[src/rtl/inst_enc_pkg.sv]
// Shared types and field layout for the MIPS instruction encoder/loader.
// Optional checking is enabled in the loader by defining INST_ENC_CHECK_EN.
package inst_enc_pkg;

    localparam int INST_W  = 32;
    localparam int OP_W    = 6;
    localparam int REG_W   = 5;
    localparam int SHAMT_W = 5;
    localparam int FUNC_W  = 6;
    localparam int IMM_W   = 16;
    localparam int JADDR_W = 26;

    // MSB position of each field inside the 32-bit word
    localparam int OP_MSB    = 31;
    localparam int RS_MSB    = 25;
    localparam int RT_MSB    = 20;
    localparam int RD_MSB    = 15;
    localparam int SHAMT_MSB = 10;
    localparam int FUNC_MSB  = 5;
    localparam int IMM_MSB   = 15;
    localparam int JADDR_MSB = 25;

    typedef enum logic [1:0] {
        FMT_R   = 2'd0,
        FMT_I   = 2'd1,
        FMT_J   = 2'd2,
        FMT_RSV = 2'd3
    } fmt_e;

    typedef enum logic [1:0] {
        ST_IDLE = 2'd0,
        ST_LOAD = 2'd1,
        ST_FULL = 2'd2
    } state_e;

endpackage

[src/rtl/inst_field_packer.sv]
// Combinational encoder: decoded fields plus format code -> packed 32-bit MIPS word.
// Also flags bundles that are illegal (reserved format, or R-type with nonzero opcode).
module inst_field_packer
    import inst_enc_pkg::*;
(
    input  logic [1:0]         i_fmt,
    input  logic [OP_W-1:0]    i_op_code,
    input  logic [REG_W-1:0]   i_rs_addr,
    input  logic [REG_W-1:0]   i_rt_addr,
    input  logic [REG_W-1:0]   i_rd_addr,
    input  logic [SHAMT_W-1:0] i_shamt,
    input  logic [FUNC_W-1:0]  i_func,
    input  logic [IMM_W-1:0]   i_imm,
    input  logic [JADDR_W-1:0] i_address,
    output logic [INST_W-1:0]  o_word,
    output logic               o_illegal
);

    // Reserved format falls into the R-type layout; the loader decides whether to write it.
    always_comb begin
        o_word = '0;
        o_word[OP_MSB -: OP_W] = i_op_code;
        case (i_fmt)
            FMT_I: begin
                o_word[RS_MSB -: REG_W]  = i_rs_addr;
                o_word[RT_MSB -: REG_W]  = i_rt_addr;
                o_word[IMM_MSB -: IMM_W] = i_imm;
            end
            FMT_J: begin
                o_word[JADDR_MSB -: JADDR_W] = i_address;
            end
            default: begin
                o_word[RS_MSB -: REG_W]        = i_rs_addr;
                o_word[RT_MSB -: REG_W]        = i_rt_addr;
                o_word[RD_MSB -: REG_W]        = i_rd_addr;
                o_word[SHAMT_MSB -: SHAMT_W]   = i_shamt;
                o_word[FUNC_MSB -: FUNC_W]     = i_func;
            end
        endcase
    end

    assign o_illegal = (i_fmt == FMT_RSV) || ((i_fmt == FMT_R) && (i_op_code != '0));

endmodule

[src/rtl/inst_encode_loader.sv]
// Loads packed MIPS instructions sequentially into instruction memory from address 0.
// Define INST_ENC_CHECK_EN to drop reserved-format bundles and report illegal ones on o_err.
module inst_encode_loader
    import inst_enc_pkg::*;
#(
    parameter int ADDR_W = 6,
    parameter int DEPTH  = 64
) (
    input  logic               i_clk,
    input  logic               i_rst_n,
    input  logic               i_start,
    input  logic               i_finish,
    input  logic               i_in_valid,
    output logic               o_in_ready,
    input  logic [1:0]         i_fmt,
    input  logic [OP_W-1:0]    i_op_code,
    input  logic [REG_W-1:0]   i_rs_addr,
    input  logic [REG_W-1:0]   i_rt_addr,
    input  logic [REG_W-1:0]   i_rd_addr,
    input  logic [SHAMT_W-1:0] i_shamt,
    input  logic [FUNC_W-1:0]  i_func,
    input  logic [IMM_W-1:0]   i_imm,
    input  logic [JADDR_W-1:0] i_address,
    output logic               o_mem_we,
    output logic [ADDR_W-1:0]  o_mem_addr,
    output logic [INST_W-1:0]  o_mem_wdata,
    output logic [ADDR_W:0]    o_word_count,
    output logic               o_busy,
    output logic               o_done,
    output logic               o_err
);

    localparam logic [ADDR_W-1:0] LAST_ADDR = ADDR_W'(DEPTH - 1);

    state_e              r_state;
    state_e              w_next_state;
    logic                w_transfer;
    logic                w_write;
    logic                w_clear;
    logic                w_done_next;
    logic                w_skip;
    logic                w_flag;
    logic [INST_W-1:0]   w_word;
    logic                w_illegal;

    logic [ADDR_W-1:0]   r_ptr;
    logic                r_mem_we;
    logic [ADDR_W-1:0]   r_mem_addr;
    logic [INST_W-1:0]   r_mem_wdata;
    logic [ADDR_W:0]     r_word_count;
    logic                r_done;
    logic                r_err;

    inst_field_packer u_packer (
        .i_fmt     (i_fmt),
        .i_op_code (i_op_code),
        .i_rs_addr (i_rs_addr),
        .i_rt_addr (i_rt_addr),
        .i_rd_addr (i_rd_addr),
        .i_shamt   (i_shamt),
        .i_func    (i_func),
        .i_imm     (i_imm),
        .i_address (i_address),
        .o_word    (w_word),
        .o_illegal (w_illegal)
    );

`ifdef INST_ENC_CHECK_EN
    assign w_skip = (i_fmt == FMT_RSV);
    assign w_flag = w_illegal;
`else
    logic w_unused_illegal;
    assign w_unused_illegal = w_illegal;
    assign w_skip = 1'b0;
    assign w_flag = 1'b0;
`endif

    always_ff @(posedge i_clk or negedge i_rst_n) begin
        if (!i_rst_n) begin
            r_state <= ST_IDLE;
        end else begin
            r_state <= w_next_state;
        end
    end

    // A finish coinciding with a transfer still lets that word through before ending.
    always_comb begin
        w_next_state = r_state;
        w_transfer   = 1'b0;
        w_write      = 1'b0;
        w_clear      = 1'b0;
        w_done_next  = 1'b0;
        case (r_state)
            ST_IDLE: begin
                if (i_start) begin
                    w_next_state = ST_LOAD;
                    w_clear      = 1'b1;
                end
            end
            ST_LOAD: begin
                w_transfer = i_in_valid;
                w_write    = i_in_valid && !w_skip;
                if (i_finish) begin
                    w_next_state = ST_IDLE;
                    w_done_next  = 1'b1;
                end else if (w_write && (r_ptr == LAST_ADDR)) begin
                    w_next_state = ST_FULL;
                end
            end
            ST_FULL: begin
                if (i_finish) begin
                    w_next_state = ST_IDLE;
                    w_done_next  = 1'b1;
                end
            end
            default: begin
                w_next_state = ST_IDLE;
            end
        endcase
    end

    // Write port is registered so address, data and strobe all appear one cycle after acceptance.
    always_ff @(posedge i_clk or negedge i_rst_n) begin
        if (!i_rst_n) begin
            r_ptr        <= '0;
            r_mem_we     <= 1'b0;
            r_mem_addr   <= '0;
            r_mem_wdata  <= '0;
            r_word_count <= '0;
            r_done       <= 1'b0;
            r_err        <= 1'b0;
        end else begin
            r_mem_we <= w_write;
            r_done   <= w_done_next;
            if (w_clear) begin
                r_ptr        <= '0;
                r_word_count <= '0;
                r_err        <= 1'b0;
            end
            if (w_write) begin
                r_mem_addr   <= r_ptr;
                r_mem_wdata  <= w_word;
                r_ptr        <= r_ptr + 1'b1;
                r_word_count <= r_word_count + 1'b1;
            end
            if (w_transfer && w_flag) begin
                r_err <= 1'b1;
            end
        end
    end

    assign o_in_ready   = (r_state == ST_LOAD);
    assign o_busy       = (r_state != ST_IDLE);
    assign o_mem_we     = r_mem_we;
    assign o_mem_addr   = r_mem_addr;
    assign o_mem_wdata  = r_mem_wdata;
    assign o_word_count = r_word_count;
    assign o_done       = r_done;
    assign o_err        = r_err;

endmodule

[config.mk]
export PLATFORM = sky130hd
export DESIGN_NAME = inst_encode_loader
export DESIGN_NICKNAME = d
export VERILOG_FILES = /design/src/rtl/inst_enc_pkg.sv /design/src/rtl/inst_field_packer.sv /design/src/rtl/inst_encode_loader.sv
export SDC_FILE = /design/constraint.sdc
export NUM_CORES = 1
export LEC_CHECK = 0
export ABC_AREA = 1
export CAP_MARGIN = 20
export CORE_MARGIN = 2
export CORE_UTILIZATION = 47
export CTS_BUF_LIST = sky130_fd_sc_hd__clkbuf_8
export DETAILED_ROUTE_END_ITERATION = 10
export GPL_ROUTABILITY_DRIVEN = 0
export GPL_TIMING_DRIVEN = 0
export MAX_ROUTING_LAYER = met4
export PLACE_DENSITY_LB_ADDON = 0.3
export SLEW_MARGIN = 40
export SYNTH_ARGS = -nofsm -noshare
export SYNTH_HDL_FRONTEND = slang
export SYNTH_HIERARCHICAL = 1
export SYNTH_SLANG_ARGS = --single-unit
[constraint.sdc]
create_clock -name i_clk -period 2.4 [get_ports i_clk]
set_clock_uncertainty 0.15 [all_clocks]
set_input_delay 0.72 -clock i_clk [delete_from_list [all_inputs] [get_ports i_clk]]
set_output_delay 0.72 -clock i_clk [all_outputs]
set_load 0.03 [all_outputs]
==> results_dict.tcl <==
set metrics [dict create \
    status "finished, final reports clean" \
    die-area_sq_mm 0.006874 \
    grt_use_met3_pct 6.561 \
    clk_latency_ns 0.31 \
    drt_pre_antenna_iters 4 \
    synthesis.area_sq_mm 0.002927 \
    port_buffers 123 \
    grt_pass1_wl_um 12790 \
    cts_buffers 5 \
    dp_slack_ns -0.1033 \
    detail-route-antenna-nets 0 \
    p_per_area_mw_per_mm2 1013 \
    worst_path_max_delay_cell "clkdlybuf4s50_1" \
    crit_buf_inv 1 \
    synth_cells 389 \
    grt-busiest-layer "met2" \
    core_area_sq_mm 0.005956 \
    rsz0062_at_grt "no" \
    leakagePower_nw 2.207 \
    met2_usage_pct 40.47 \
    grt-ovfl-total 0 \
    fin_area_sq_mm 0.004377 \
    post-route-period-util_pct 97.66 \
    cts_setup_buffers 0 \
    ff2ff_setup_slack_ns 0.78 \
    yosys_warnings 6 \
    die_h_um 82.91 \
    drtIter0Drc 144 \
    syn_area_per_cell_sq_um 7.523 \
    grt_antenna_before_repair 0 \
    grt_max_degree 33 \
    startpoint_type "register" \
    post-route-min-period_ns 2.344 \
    report.final.setup_viol 0 \
    r2r_start "r_state[1]$_DFFE_PN0P_" \
    hold_viol_final 0 \
    crit_family "buffers and inverters" \
    reg2reg_depth 8 \
    wl_um 7670 \
    path_cells "clkdlybuf4s50_1" \
    drc 0 \
    diodes 0 \
    final_nets 610 \
    ir_drop_mv 0.6368 \
    place_hpwl_um 6012 \
    num_vias 2868 \
    setup_slack_ns 0.05616 \
    grt_util_all_layers_pct 23.28 \
    crit_type "reg2out" \
    critPathCaptureType "output pin" \
    die_w_um 82.91 \
    cts.clk_slew.worst_paths_ns 0.10 \
    cts_root_buf "clkbuf_8" \
    start_util_pct 49.14 \
    grt_pass1_vias 2887 \
    drive_above_1_share_pct 7.885 \
    drv_slew 0 \
    crit_path_max_fanout 6 \
    reg2reg_to "r_ptr[5]$_DFFE_PN0P_" \
    hold_class "in2async" \
    met1_usage_pct 25.60 \
    cp.required_ns 1.53 \
    arrival_ns 1.47 \
    syn_nets 479 \
    clkSinkCount 55 \
    io_pins 131 \
    area_delta_synth_final_pct 49.55 \
    wl_per_cell_um 12.89 \
    via_per_inst 4.820 \
    clk_path_buf_depth 2 \
    cts_tree "built" \
    placementRows 28 \
    drv_cap 0 \
    placed_area_sq_mm 0.004277 \
    cts.htree.levels 2 \
    max_freq_mhz 426.7 \
    cpPeakStageDelay_ns 0.71 \
    postCtsHoldBufs 0 \
]
==> metrics by stage <==
| stage | total power, W | hold slack, ns | TNS [ns] | cells | util (%) |
|---|---|---|---|---|---|
| 3_5_place_dp | 0.003872 | 0.3150 | -1.046 | 588 | 71.81 |
| 3_3_place_gp | 0.003794 | 0.3114 | -65.99 | 587 | 71.39 |
| 2_1_floorplan | 0.002804 | 0.2744 | 0 | 389 | - |
| 4_1_cts | 0.004472 | 0.2047 | 0 | 595 | 73.51 |
| 6_report | 0.004436 | 0.1883 | 0 | 595 | 73.49 |
| 5_1_grt | 0.004696 | 0.2156 | 0 | 595 | 73.49 |
==> final cells by class <==
cell class	count	area, sq um
clock buffer	5	68.82
multi-input combinational	283	1272
buffer	22	168.9
fill	477	1579
tap	75	93.84
timing repair buffer	124	1254
sequential	55	1376
clock inverter	2	33.78
inverter	29	108.9
==> sequential cells by signal (all words and copies together) (netlist names) <==
register / count
r_ptr: 6
o_word_count: 7
o_done: 1
o_mem_we: 1
o_mem_wdata: 32
o_mem_addr: 6
r_state: 2
==> worst max-delay path by stage <==
stage	from	endpoint	slack, ns	cells past startpoint
after detailed placement	i_fmt[0]	o_mem_wdata[13]$_DFFE_PN0P_	-0.10	9
after CTS	r_state[0]$_DFFE_PN0P_	o_busy	0.03	4
final	o_word_count[4]$_DFFE_PN0P_	o_word_count[4]	0.06	1
after global routing	o_word_count[4]$_DFFE_PN0P_	o_word_count[4]	0.01	1
after global placement	i_rst_n	o_mem_wdata[27]$_DFFE_PN0P_	-1.20	1
after floorplan	i_fmt[0]	o_mem_wdata[12]$_DFFE_PN0P_	0.57	9
==> where the power goes <==
| part | switching, W | leakage [nW] | internal (W) |
|---|---|---|---|
| sequential | 0.000228 | 0.715 | 0.00127 |
| combinational | 0.00139 | 1.44 | 0.000951 |
| clock | 0.000292 | 0.0554 | 0.000302 |
==> cells in the final DEF, fill, tap and decap left out, types with 6 or more instances in the layout <==
master	n
buf_2	6
buf_4	10
buf_6	6
clkdlybuf4s50_1	119
dfrtp_1	55
ha_1	9
inv_1	26
nand2_1	201
nand3_1	19
nor2_1	13
o21ai_0	14
==> layer usage <==
| metal | wire length [um] | up-vias |
|---|---|---|
| li1 | - | 1447 |
| met4 | 146 | 0 |
| met5 | 0 | - |
| met2 | 3950 | 97 |
| met1 | 3060 | 1310 |
| met3 | 513 | 14 |
==> repair_timing <==
action,in CTS,in global routing
cloned,0,0
endpoints found under the setup margin,2,3
gates resized for setup,3,3
pin swaps,0,0
No activity file was read; power rests on OpenSTA's default activity.
